<file path="src/rtl/sync_fifo_ctl.sv">
// sync_fifo_ctl
//   Single-clock FIFO with a first-word-fall-through read port, occupancy
//   count, almost-full/almost-empty thresholds, a synchronous flush and
//   sticky overflow/underflow flags.
//
// Parameters
//   WIDTH    data word width
//   DEPTH    log2 of entry count (entries = 1 << DEPTH), >= 1
//   AF_LEVEL almost_full_o  when count_o >= AF_LEVEL (1 .. 1<<DEPTH)
//   AE_LEVEL almost_empty_o when count_o <= AE_LEVEL (0 .. (1<<DEPTH)-1)
//
// Ports
//   clk            clock, rising edge
//   rst_ni         asynchronous active-low reset
//   clr_i          synchronous flush, overrides push/pop
//   push_i, dat_i  write request and data
//   full_o         no free entry
//   almost_full_o  count_o >= AF_LEVEL
//   pop_i          read request, acknowledges current dat_o
//   dat_o          head-of-queue data, zero while empty
//   empty_o        no stored entry
//   almost_empty_o count_o <= AE_LEVEL
//   count_o        stored entries, 0 .. 1<<DEPTH
//   overflow_o     sticky: push attempted while full
//   underflow_o    sticky: pop attempted while empty
module sync_fifo_ctl #(
   parameter int unsigned WIDTH    = 8,
   parameter int unsigned DEPTH    = 4,
   parameter int unsigned AF_LEVEL = 14,
   parameter int unsigned AE_LEVEL = 2
) (
   input  logic             clk,
   input  logic             rst_ni,
   input  logic             clr_i,
   input  logic             push_i,
   input  logic [WIDTH-1:0] dat_i,
   output logic             full_o,
   output logic             almost_full_o,
   input  logic             pop_i,
   output logic [WIDTH-1:0] dat_o,
   output logic             empty_o,
   output logic             almost_empty_o,
   output logic [DEPTH:0]   count_o,
   output logic             overflow_o,
   output logic             underflow_o
);

   localparam int unsigned ENTRIES = 1 << DEPTH;
   localparam logic [DEPTH:0] FULL_CNT = (DEPTH+1)'(ENTRIES);
   localparam logic [DEPTH:0] AF_CNT   = (DEPTH+1)'(AF_LEVEL);
   localparam logic [DEPTH:0] AE_CNT   = (DEPTH+1)'(AE_LEVEL);

   logic [WIDTH-1:0] mem [ENTRIES];
   logic [DEPTH-1:0] wptr;
   logic [DEPTH-1:0] rptr;
   logic [DEPTH:0]   count;
   logic             ovf;
   logic             udf;
   logic             full;
   logic             empty;
   logic             push_ok;
   logic             pop_ok;

   // Status is decoded from registered count only, so no input reaches an
   // output combinationally.
   always_comb begin
      full    = (count == FULL_CNT);
      empty   = (count == '0);
      push_ok = push_i && !full  && !clr_i;
      pop_ok  = pop_i  && !empty && !clr_i;
   end

   always_ff @(posedge clk or negedge rst_ni) begin
      if (!rst_ni) begin
         wptr  <= '0;
         rptr  <= '0;
         count <= '0;
         ovf   <= 1'b0;
         udf   <= 1'b0;
      end else if (clr_i) begin
         wptr  <= '0;
         rptr  <= '0;
         count <= '0;
         ovf   <= 1'b0;
         udf   <= 1'b0;
      end else begin
         if (push_ok) wptr <= wptr + 1'b1;
         if (pop_ok)  rptr <= rptr + 1'b1;
         case ({push_ok, pop_ok})
            2'b10:   count <= count + 1'b1;
            2'b01:   count <= count - 1'b1;
            default: count <= count;
         endcase
         // Flags judge the state before this edge, not the post-pop state.
         if (push_i && full)  ovf <= 1'b1;
         if (pop_i  && empty) udf <= 1'b1;
      end
   end

   // Storage carries no reset; stale contents are masked by empty/count.
   always_ff @(posedge clk) begin
      if (push_ok) mem[wptr] <= dat_i;
   end

   always_comb begin
      dat_o          = empty ? '0 : mem[rptr];
      full_o         = full;
      empty_o        = empty;
      almost_full_o  = (count >= AF_CNT);
      almost_empty_o = (count <= AE_CNT);
      count_o        = count;
      overflow_o     = ovf;
      underflow_o    = udf;
   end

endmodule
</file>
<file path="config.mk">
export PLATFORM = sky130hd
export DESIGN_NAME = sync_fifo_ctl
export DESIGN_NICKNAME = d
export VERILOG_FILES = /design/src/rtl/sync_fifo_ctl.sv
export SDC_FILE = /design/constraint.sdc
export NUM_CORES = 1
export LEC_CHECK = 0
export ABC_CLOCK_PERIOD_IN_PS = 2400
export CAP_MARGIN = 30
export CELL_PAD_IN_SITES_DETAIL_PLACEMENT = 0
export CELL_PAD_IN_SITES_GLOBAL_PLACEMENT = 1
export CORE_UTILIZATION = 40
export CTS_BUF_LIST = sky130_fd_sc_hd__clkbuf_4 sky130_fd_sc_hd__clkbuf_8
export DETAILED_ROUTE_END_ITERATION = 16
export GPL_TIMING_DRIVEN = 1
export MAX_ROUTING_LAYER = met4
export PLACE_DENSITY = 0.71
export SYNTH_ARGS = -nofsm -noshare
export SYNTH_HDL_FRONTEND = slang
export SYNTH_SLANG_ARGS = --single-unit
</file>
<file path="constraint.sdc">
create_clock -name clk -period 2.4 [get_ports clk]
set_input_delay 0.24 -clock clk [delete_from_list [all_inputs] [get_ports clk]]
set_output_delay 0.24 -clock clk [all_outputs]
set_load 0.005 [all_outputs]
</file>
# Word-level counts from Yosys, hierarchy flattened
# Memory sizes are Yosys's and may differ from the RTL's.
# Cells that the tools add are included.
dict set report word_totals {
  elab_cells 43
  reg_bits 15
  memories 1
  output_inout_bits 19
  ramBits 128
  input_bits 13
}
dict set report op_classes {
  addsub 4
  mux 13
  n_eq_ne 3
  reduce_logical 15
  magnitude_cmp 2
}
# memory depth word_bits read_ports rd_clocked_by_memory_dff write_ports line_no
set mem_list {}
lappend mem_list {mem 16 8 1 0 1 53} ;# logic [WIDTH-1:0] mem [ENTRIES];
# op count
set op_table {}
lappend op_table {{$mux 4} 4}
lappend op_table {{$pmux 5 s2} 1}
lappend op_table {{$add 4x1->4 const B} 2}
lappend op_table {{$mux 8} 1}
lappend op_table {{$reduce_bool 2->1} 4}
lappend op_table {{$logic_and 1x1->1} 6}
lappend op_table {{$mux 1} 6}
lappend op_table {{$add 5x1->5 const B} 1}
lappend op_table {{$eq 5x5->1 const B} 1}
lappend op_table {{$ge 5x4->1 const B} 1}
lappend op_table {{$le 5x2->1 const B} 1}
lappend op_table {{$logic_not 5->1} 1}
lappend op_table {{$mux 5} 1}
lappend op_table {{$sub 5x1->5 const B} 1}
lappend op_table {{$logic_not 1->1} 3}
lappend op_table {{$reduce_bool 3->1} 1}
lappend op_table {{$eq 2x1->1 const B} 1}
lappend op_table {{$eq 2x2->1 const B} 1}

# Longest topological paths before layout
# Gate-level depths: netlist of the first run.
dict set report logic_depth {
  ltp_word 7
  depth_mapped 12
  ltp_nobuf 11
}

# Worst setup path before layout of the first run
# OpenSTA, ideal clock, no wires.
dict set report synth_timing {
  kind {register to register}
  from {reg count[1], in the netlist count_o[1]}
  to {reg count[4], in the netlist count_o[4]}
  t_arrival_ns 2.433
  path_buffers 1
  required_time_ns 2.323
  path_stages_with_launch 13
  path_slack_ns -0.111
  synth_period_minus_slack_ns 2.511
  cell_sequence {dfrtp_1 buf_6 nor4_4 nand2_1 nand2_1 nor3_2 xor2_1 ha_1 or3_1 a21oi_1 a211o_1 o211ai_1 a21oi_1}
}
dict set report synth_between {
  elab_chain_cells 7
  elab_cells_between_ends 15
  classes_between {2 x add/sub; 3 x eq/ne; 2 x mux; 8 x reduce/logical}
}
# element line_no
set synth_lines {}
lappend synth_lines {{start, declared} 56} ;# logic [DEPTH:0] count;
lappend synth_lines {{start signal, assigned} 90} ;# 2'b10: count <= count + 1'b1;
lappend synth_lines {{start signal, assigned} 91} ;# 2'b01: count <= count - 1'b1;
lappend synth_lines {{start signal, assigned} 92} ;# default: count <= count;
lappend synth_lines {{$eq 5x5->1 or $logic_not 5->1 (tied branches)} {67, 68}}
lappend synth_lines {{$logic_not 1->1 (on tied branches)} {69, 70}}
lappend synth_lines {{$logic_and 1x1->1 (on tied branches) (2 in series)} {69, 70}}
lappend synth_lines {{$eq 2x1->1 or $eq 2x2->1 (tied branches)} 89} ;# case ({push_ok, pop_ok})
lappend synth_lines {{$pmux 5 s2} 89}
lappend synth_lines {{$mux 5} 80} ;# end else if (clr_i) begin
# Parallel ways exist; a longest one is shown, timed or not.
# A chain may end at the register's enable or synchronous reset.

# Worst setup path in the final report of the first run
dict set report layout_timing {
  from {reg rptr[0]}
  to {out dat_o[0]}
}
dict set report layout_between {
  elab_chain_cells 2
}
# element line_no
set layout_lines {}
lappend layout_lines {{start, declared} 55} ;# logic [DEPTH-1:0] rptr;
lappend layout_lines {{start signal, assigned} 88} ;# if (pop_ok) rptr <= rptr + 1'b1;
lappend layout_lines {{$mem_v2 16x8} -}
lappend layout_lines {{$mux 8} 106} ;# dat_o = empty ? '0 : mem[rptr];
lappend layout_lines {{end, declared} 40} ;# output logic [WIDTH-1:0] dat_o,
# Every way passes these cells.

==> flow_metrics.tcl, run 1 <==
set metrics [dict create \
    power.density_nw_per_um2 960.3 \
    synth.distinct_cells 37 \
    max_stage_delay_ns 0.42 \
    max_freq_ghz 0.4170 \
    switching_share 0.2705 \
    ys_dominant_reg_cell "edfxtp_1" \
    yosysTopAreaCellShare 0.6497 \
    detail_route.vias_per_cell 5.236 \
    fin_crit_sh 0.9991 \
    finalWirelength_mm 11.75 \
    synth_area_leaders "edfxtp_1, mux4_2, dfrtp_1, mux2i_1, nor2_1" \
    cp_common_cell "buf_12" \
    grt_max_degree 33 \
    clock_latency_ns 0.44 \
    first_iter_violations 115 \
    setup_viol 0 \
    multiInputGateArea_um2 1673 \
    yosys_warnings 0 \
    end_kind "output port" \
    worst_clock_skew_ns 0.006472 \
    max-vdd-ir-drop_uv 545.4 \
    wl_per_cell_um 19.42 \
    synthArstFlopShare 0.1049 \
    syn_area_um2 5916 \
    cp_slowest_cell "dfrtp_2" \
    path_class "reg -> out" \
    critPathArrivalTime_ns 2.16 \
    p_sw_mw 1.902 \
    ff_latch_area_um2 4220 \
    cp.buffers_inverters 5 \
    drive_above_1_share 0.3302 \
    finalCriticalPeriod_ns 2.398 \
    core_um2 14480 \
    port_buffers 31 \
    finalSetupTns_ns 0 \
    slew_headroom 0.5112 \
    total_leakage_power_nw 2.493 \
    cts_sinks 143 \
    root_buffer "clkbuf_8" \
    slew_violations 0 \
    dieHeight_um 123.6 \
    die-area_um2 15280 \
    yosys.area.top_type "edfxtp_1" \
    status "completed" \
    drc_errors 0 \
    syn_to_final_growth_pct 23.79 \
    finalHoldViolations 0 \
    seq_area_frac_synth 0.7132 \
    postPlaceCellArea_um2 6680 \
    rsz0062_at_grt "yes" \
    drv_cap 0 \
    grt_use_total 0.1751 \
    gp_congestion 0.8403 \
    num_antenna_cells 0 \
    cts_buffer_depth 2 \
    fin_util 0.5058 \
    grt_first_pass_wirelength_mm 18.00 \
    core.rowCount 44 \
    fill_cells 1194 \
    fin_nets 429 \
    worst_slew_pin_slew_ns 0.7309 \
    antenna_found_initial 0 \
    syn_area_per_cell_um2 18.04 \
    cp.required_ns 2.16 \
    first_global_vias 3296 \
    start_util 0.4086 \
    hp-class "in -> async" \
    ys_seq_elements 143 \
    p_int_mw 5.130 \
    start_kind "register" \
    p_seq_frac 0.407 \
    htree_levels 4 \
    numCtsBuffers 17 \
    stdcell_area_um2 7323 \
    clockPowerShare 0.280 \
    synth-edff-count 128 \
    ant_nets 0 \
    cp_cell_sequence "buf_12, buf_12, buf_8, buf_12, mux4_2, mux2i_1, o22ai_1, buf_2" \
    io_pins 32 \
    cts.clk_slew.worst_paths_ns 0.08 \
    via_count 3168 \
    combPwrFrac 0.313 \
    synth_cells 328 \
    synth_fp_nets 348 \
    path_delay_family "buffers and inverters" \
    first_pass_iters 4 \
    hpwl_mm 7.292 \
    cts_tree "built" \
    path_max_fanout 6 \
    die_x_um 123.6 \
    grt.overflow.total 0 \
]
[through the flow]
stage / std cells / setup slack, ns / hold WS, ns / power [mW]
2_1_floorplan: 328 / -0.04238 / -0.05559 / 4.070
3_3_place_gp: 558 / 0.07730 / 0.4829 / 4.854
3_5_place_dp: 558 / 0.02952 / 0.4922 / 4.877
4_1_cts: 606 / -0.02792 / 0.2413 / 7.123
5_1_grt: 605 / -0.1048 / 0.2789 / 7.372
6_report: 605 / 0.002083 / 0.2340 / 7.033
[final cells by class]
class,count,area share
clock buffers,18,0.03297
clock inverters,13,0.02341
inverters,4,0.002050
multi-input cells,162,0.2284
flip-flops and latches,143,0.5763
well taps,184,0.03144
repair buffers,81,0.1054
[placed cells by master (no fill, tap or decap), types with 2 or more instances in the layout]
master             n
mux2i_1           14
mux2i_2            4
clkbuf_2           2
o22ai_1            6
nand2_1           10
o22ai_2            2
buf_6              6
clkinv_4           2
clkinv_2           3
nand2_4            2
clkbuf_8          17
nor2_1            34
nand3_1            5
buf_4             35
a31oi_1            3
inv_1              4
buf_8              2
dfrtp_1           14
o21ai_0            4
clkinv_1           3
buf_12             7
clkdlybuf4s50_1   21
xnor2_1            2
buf_2              6
a21oi_1            6
or3_1              3
bufinv_16          4
mux4_2            32
xor2_1             7
ha_1               6
edfxtp_1         128
[worst paths after layout]
kind                            slack [ns]                     from  cells past startpoint                 endpoint
worst max register to register        0.09   count_o[2]$_DFFE_PN0P_                     12   count_o[4]$_DFFE_PN0P_
max in group asynchronous             1.67                   rst_ni                      1      rptr[0]$_DFFE_PN0P_
worst min-delay path                  0.23                   rst_ni                      1      rptr[0]$_DFFE_PN0P_
min in group clk                      0.50  underflow_o$_DFFE_PN0P_                      2  underflow_o$_DFFE_PN0P_
worst min register to register        0.50  underflow_o$_DFFE_PN0P_                      2  underflow_o$_DFFE_PN0P_
worst max-delay path                 0.002      rptr[0]$_DFFE_PN0P_                      8                 dat_o[0]
[cell usage after synthesis (5+ instances only)]
cell	count
a21oi_1	7
nand2_1	13
mux2i_1	19
nor2_1	34
buf_2	8
clkbuf_1	9
mux4_2	32
o22ai_1	8
xor2_1	7
edfxtp_1	128
ha_1	7
nand3_1	5
dfrtp_1	15
[routing by layer]
metal | GRT usage | up-vias | routed length, um
li1 | - | 1459 | -
met1 | 0.1998 | 1619 | 4942
met2 | 0.2906 | 72 | 6064
met3 | 0.05082 | 18 | 551
met4 | 0.06928 | 0 | 192
met5 | - | - | 0
[state kept, by name (all words and copies together), names as in the netlist]
name,count
rptr,4
wptr,4
underflow_o,1
overflow_o,1
mem,128
count_o,5
[kinds of logic after synthesis]
group / after synthesis / share of synthesized area
mux: 51 / 0.1540
buf+inv: 23 / 0.01755
fa+ha+maj: 7 / 0.01480
simple gates: 66 / 0.05351
flops: 143 / 0.7132
xor+xnor: 9 / 0.01333
compound gates: 29 / 0.03363
[power by group through the flow]
stage,clock network [mW],registers (mW),logic (mW)
2_1_floorplan,0,2.92,1.15
3_3_place_gp,0,2.93,1.93
3_5_place_dp,0,2.93,1.94
4_1_cts,2.02,2.86,2.24
5_1_grt,2.10,2.88,2.39
6_report,1.97,2.86,2.20
[repair_timing]
| item | CTS | global route |
|---|---|---|
| gates resized for setup | 49 | 11 |
| hold buffers | 0 | 0 |
| cloned | 1 | 0 |
| endpoints found under the setup margin | 10 | 11 |
| setup buffers | 17 | 2 |
| pin swaps | 7 | 5 |
Power figures use the tool's default switching activity.
==> run 2, diff against run 1 <==
CTS_CLUSTER_DIAMETER = 120   (was not set)
==> results of run 2 <==
No change in the layout: final DEF, timing and power equal those of run 1.
==> run 3, diff against run 2 <==
CTS_BUF_LIST = sky130_fd_sc_hd__clkbuf_8   (was sky130_fd_sc_hd__clkbuf_4 sky130_fd_sc_hd__clkbuf_8)
==> run 3 against run 2 <==
Net effect:
- count of clock-buffer cells in the layout down 1
- hold slack better by 0.0017 ns
- clock skew rose by 0.0010 ns
- fmax rose by 0.36%
- largest power group unchanged
==> flow_metrics.tcl, run 3 (same netlist as run 1, synthesis figures left out) <==
set metrics [dict create \
    status "completed" \
    start_kind "register" \
    max_freq_ghz 0.4185 \
    path_max_fanout 6 \
    wl_per_cell_um 19.47 \
    pre_cts_ws_ns 0.02952 \
    r2r_setup_slack_ns 0.09 \
    port_buffers 31 \
    drive_above_1_share 0.3262 \
    slew_violations 0 \
    htree_levels 4 \
    grt.overflow.total 0 \
    stdcell_area_um2 7312 \
    dieHeight_um 123.6 \
    drv_cap 0 \
    cp_common_cell "buf_12" \
    first_global_vias 3285 \
    finalCriticalPeriod_ns 2.389 \
    total_power_mw 7.008 \
    fin_crit_sh 0.9956 \
    max-vdd-ir-drop_uv 544.3 \
    total_leakage_power_nw 2.488 \
    via_count 3176 \
    regMostFlops "mem" \
    first_iter_violations 144 \
    fill_cells 1192 \
    io_pins 32 \
    die_x_um 123.6 \
    setup_viol 0 \
    start_util 0.4086 \
    detail_route.vias_per_cell 5.258 \
    drc_errors 0 \
    die-area_um2 15280 \
    core.rowCount 44 \
    antenna_found_initial 0 \
    cp_slowest_cell "dfrtp_2" \
    num_antenna_cells 0 \
    ant_nets 0 \
    cp.buffers_inverters 5 \
    clock_latency_ns 0.44 \
    numCtsBuffers 17 \
    root_buffer "clkbuf_8" \
    path_delay_family "buffers and inverters" \
    setup_ws_ns 0.01066 \
    fin_util 0.5050 \
    hpwl_mm 7.292 \
    largest_reg_flops 128 \
    end_kind "output port" \
    postPlaceCellArea_um2 6680 \
    gp_congestion 0.8403 \
    slew_headroom 0.5130 \
    syn_to_final_growth_pct 23.60 \
    first_pass_iters 4 \
    final_common_cell "edfxtp_1" \
    grt_use_total 0.1751 \
    cts_hold_buffers 0 \
    fin_nets 428 \
    worst_slew_pin_slew_ns 0.7282 \
    power.density_nw_per_um2 958.4 \
    largestRegisters "mem: 128 flops, count_o: 5 flops" \
    cts.clk_slew.worst_paths_ns 0.08 \
    critPathArrivalTime_ns 2.15 \
    worst_clock_skew_ns 0.007506 \
    cts_tree "built" \
    grt_max_degree 33 \
    max_stage_delay_ns 0.42 \
    cts_buffer_depth 2 \
    grt_first_pass_wirelength_mm 18.00 \
    cp_cell_sequence "buf_12, buf_12, buf_8, buf_12, mux4_2, mux2i_1, o22ai_1, buf_2" \
    cts_sinks 143 \
    core_um2 14480 \
    final_cell_mix "edfxtp_1, nor2_1, buf_4, mux4_2, clkdlybuf4s50_1" \
    cp.required_ns 2.16 \
    finalHoldViolations 0 \
    path_class "reg -> out" \
    finalWirelength_mm 11.76 \
    hold_ws_ns 0.2357 \
    rsz0062_at_grt "yes" \
    hp-class "in -> async" \
]
[run 3: report_power, final]
part / leakage, nW / switching, mW / internal, mW
Combinational: 0.925 / 0.993 / 1.20
Clock: 0.209 / 0.844 / 1.11
Sequential: 1.35 / 0.0619 / 2.80
[run 3: repair_timing]
action / CTS / global route
pin swaps: 7 / 3
endpoints found under the hold margin: 0 / 0
buffers inserted: 17 / 1
cloned: 1 / 0
gates resized for setup: 49 / 11
endpoints found under the setup margin: 10 / 11
[run 3: worst register-to-register path: stages (launching register included)]
cell and delay [ns]:
dfrtp_1 0.41, nor4_4 0.29, buf_4 0.17, nand2_4 0.05, nand2_4 0.08, nor3_2 0.06
xor2_1 0.15, ha_2 0.20, or3_1 0.32, a21oi_2 0.16, a211o_1 0.14, o211ai_1 0.08
a21oi_1 0.12
[run 3: area by class of cell]
cell class | count | area [um2] | area share
Tap cell | 184 | 230.2 | 0.03149
Sequential cell | 143 | 4220 | 0.5772
Clock buffer | 17 | 234.0 | 0.03200
Clock inverter | 14 | 175.2 | 0.02396
Timing Repair Buffer | 80 | 764.5 | 0.1046
Multi-Input combinational cell | 162 | 1673 | 0.2288
Inverter | 4 | 15.01 | 0.002053
[run 3: metrics by stage]
step                cells  setup TNS (ns)
floorplan             328        -0.04238
global placement      558               0
detailed placement    558               0
CTS                   606        -0.09930
global route          604         -0.3146
finish                604               0
[run 3: final timing paths]
path	start	end	cells after the start
max in group asynchronous	rst_ni	rptr[0]$_DFFE_PN0P_	1
setup reg to reg	count_o[2]$_DFFE_PN0P_	count_o[4]$_DFFE_PN0P_	12
min in group clk	underflow_o$_DFFE_PN0P_	underflow_o$_DFFE_PN0P_	2
setup / recovery	rptr[0]$_DFFE_PN0P_	dat_o[0]	8
hold / removal	rst_ni	rptr[0]$_DFFE_PN0P_	1
hold reg to reg	underflow_o$_DFFE_PN0P_	underflow_o$_DFFE_PN0P_	2
[run 3: per-layer routing]
metal  global-route usage  part of all wire
met3              0.04945             0.043
met2               0.2906              0.52
met4              0.07154             0.019
met1               0.1998              0.42
met5                    -                 0
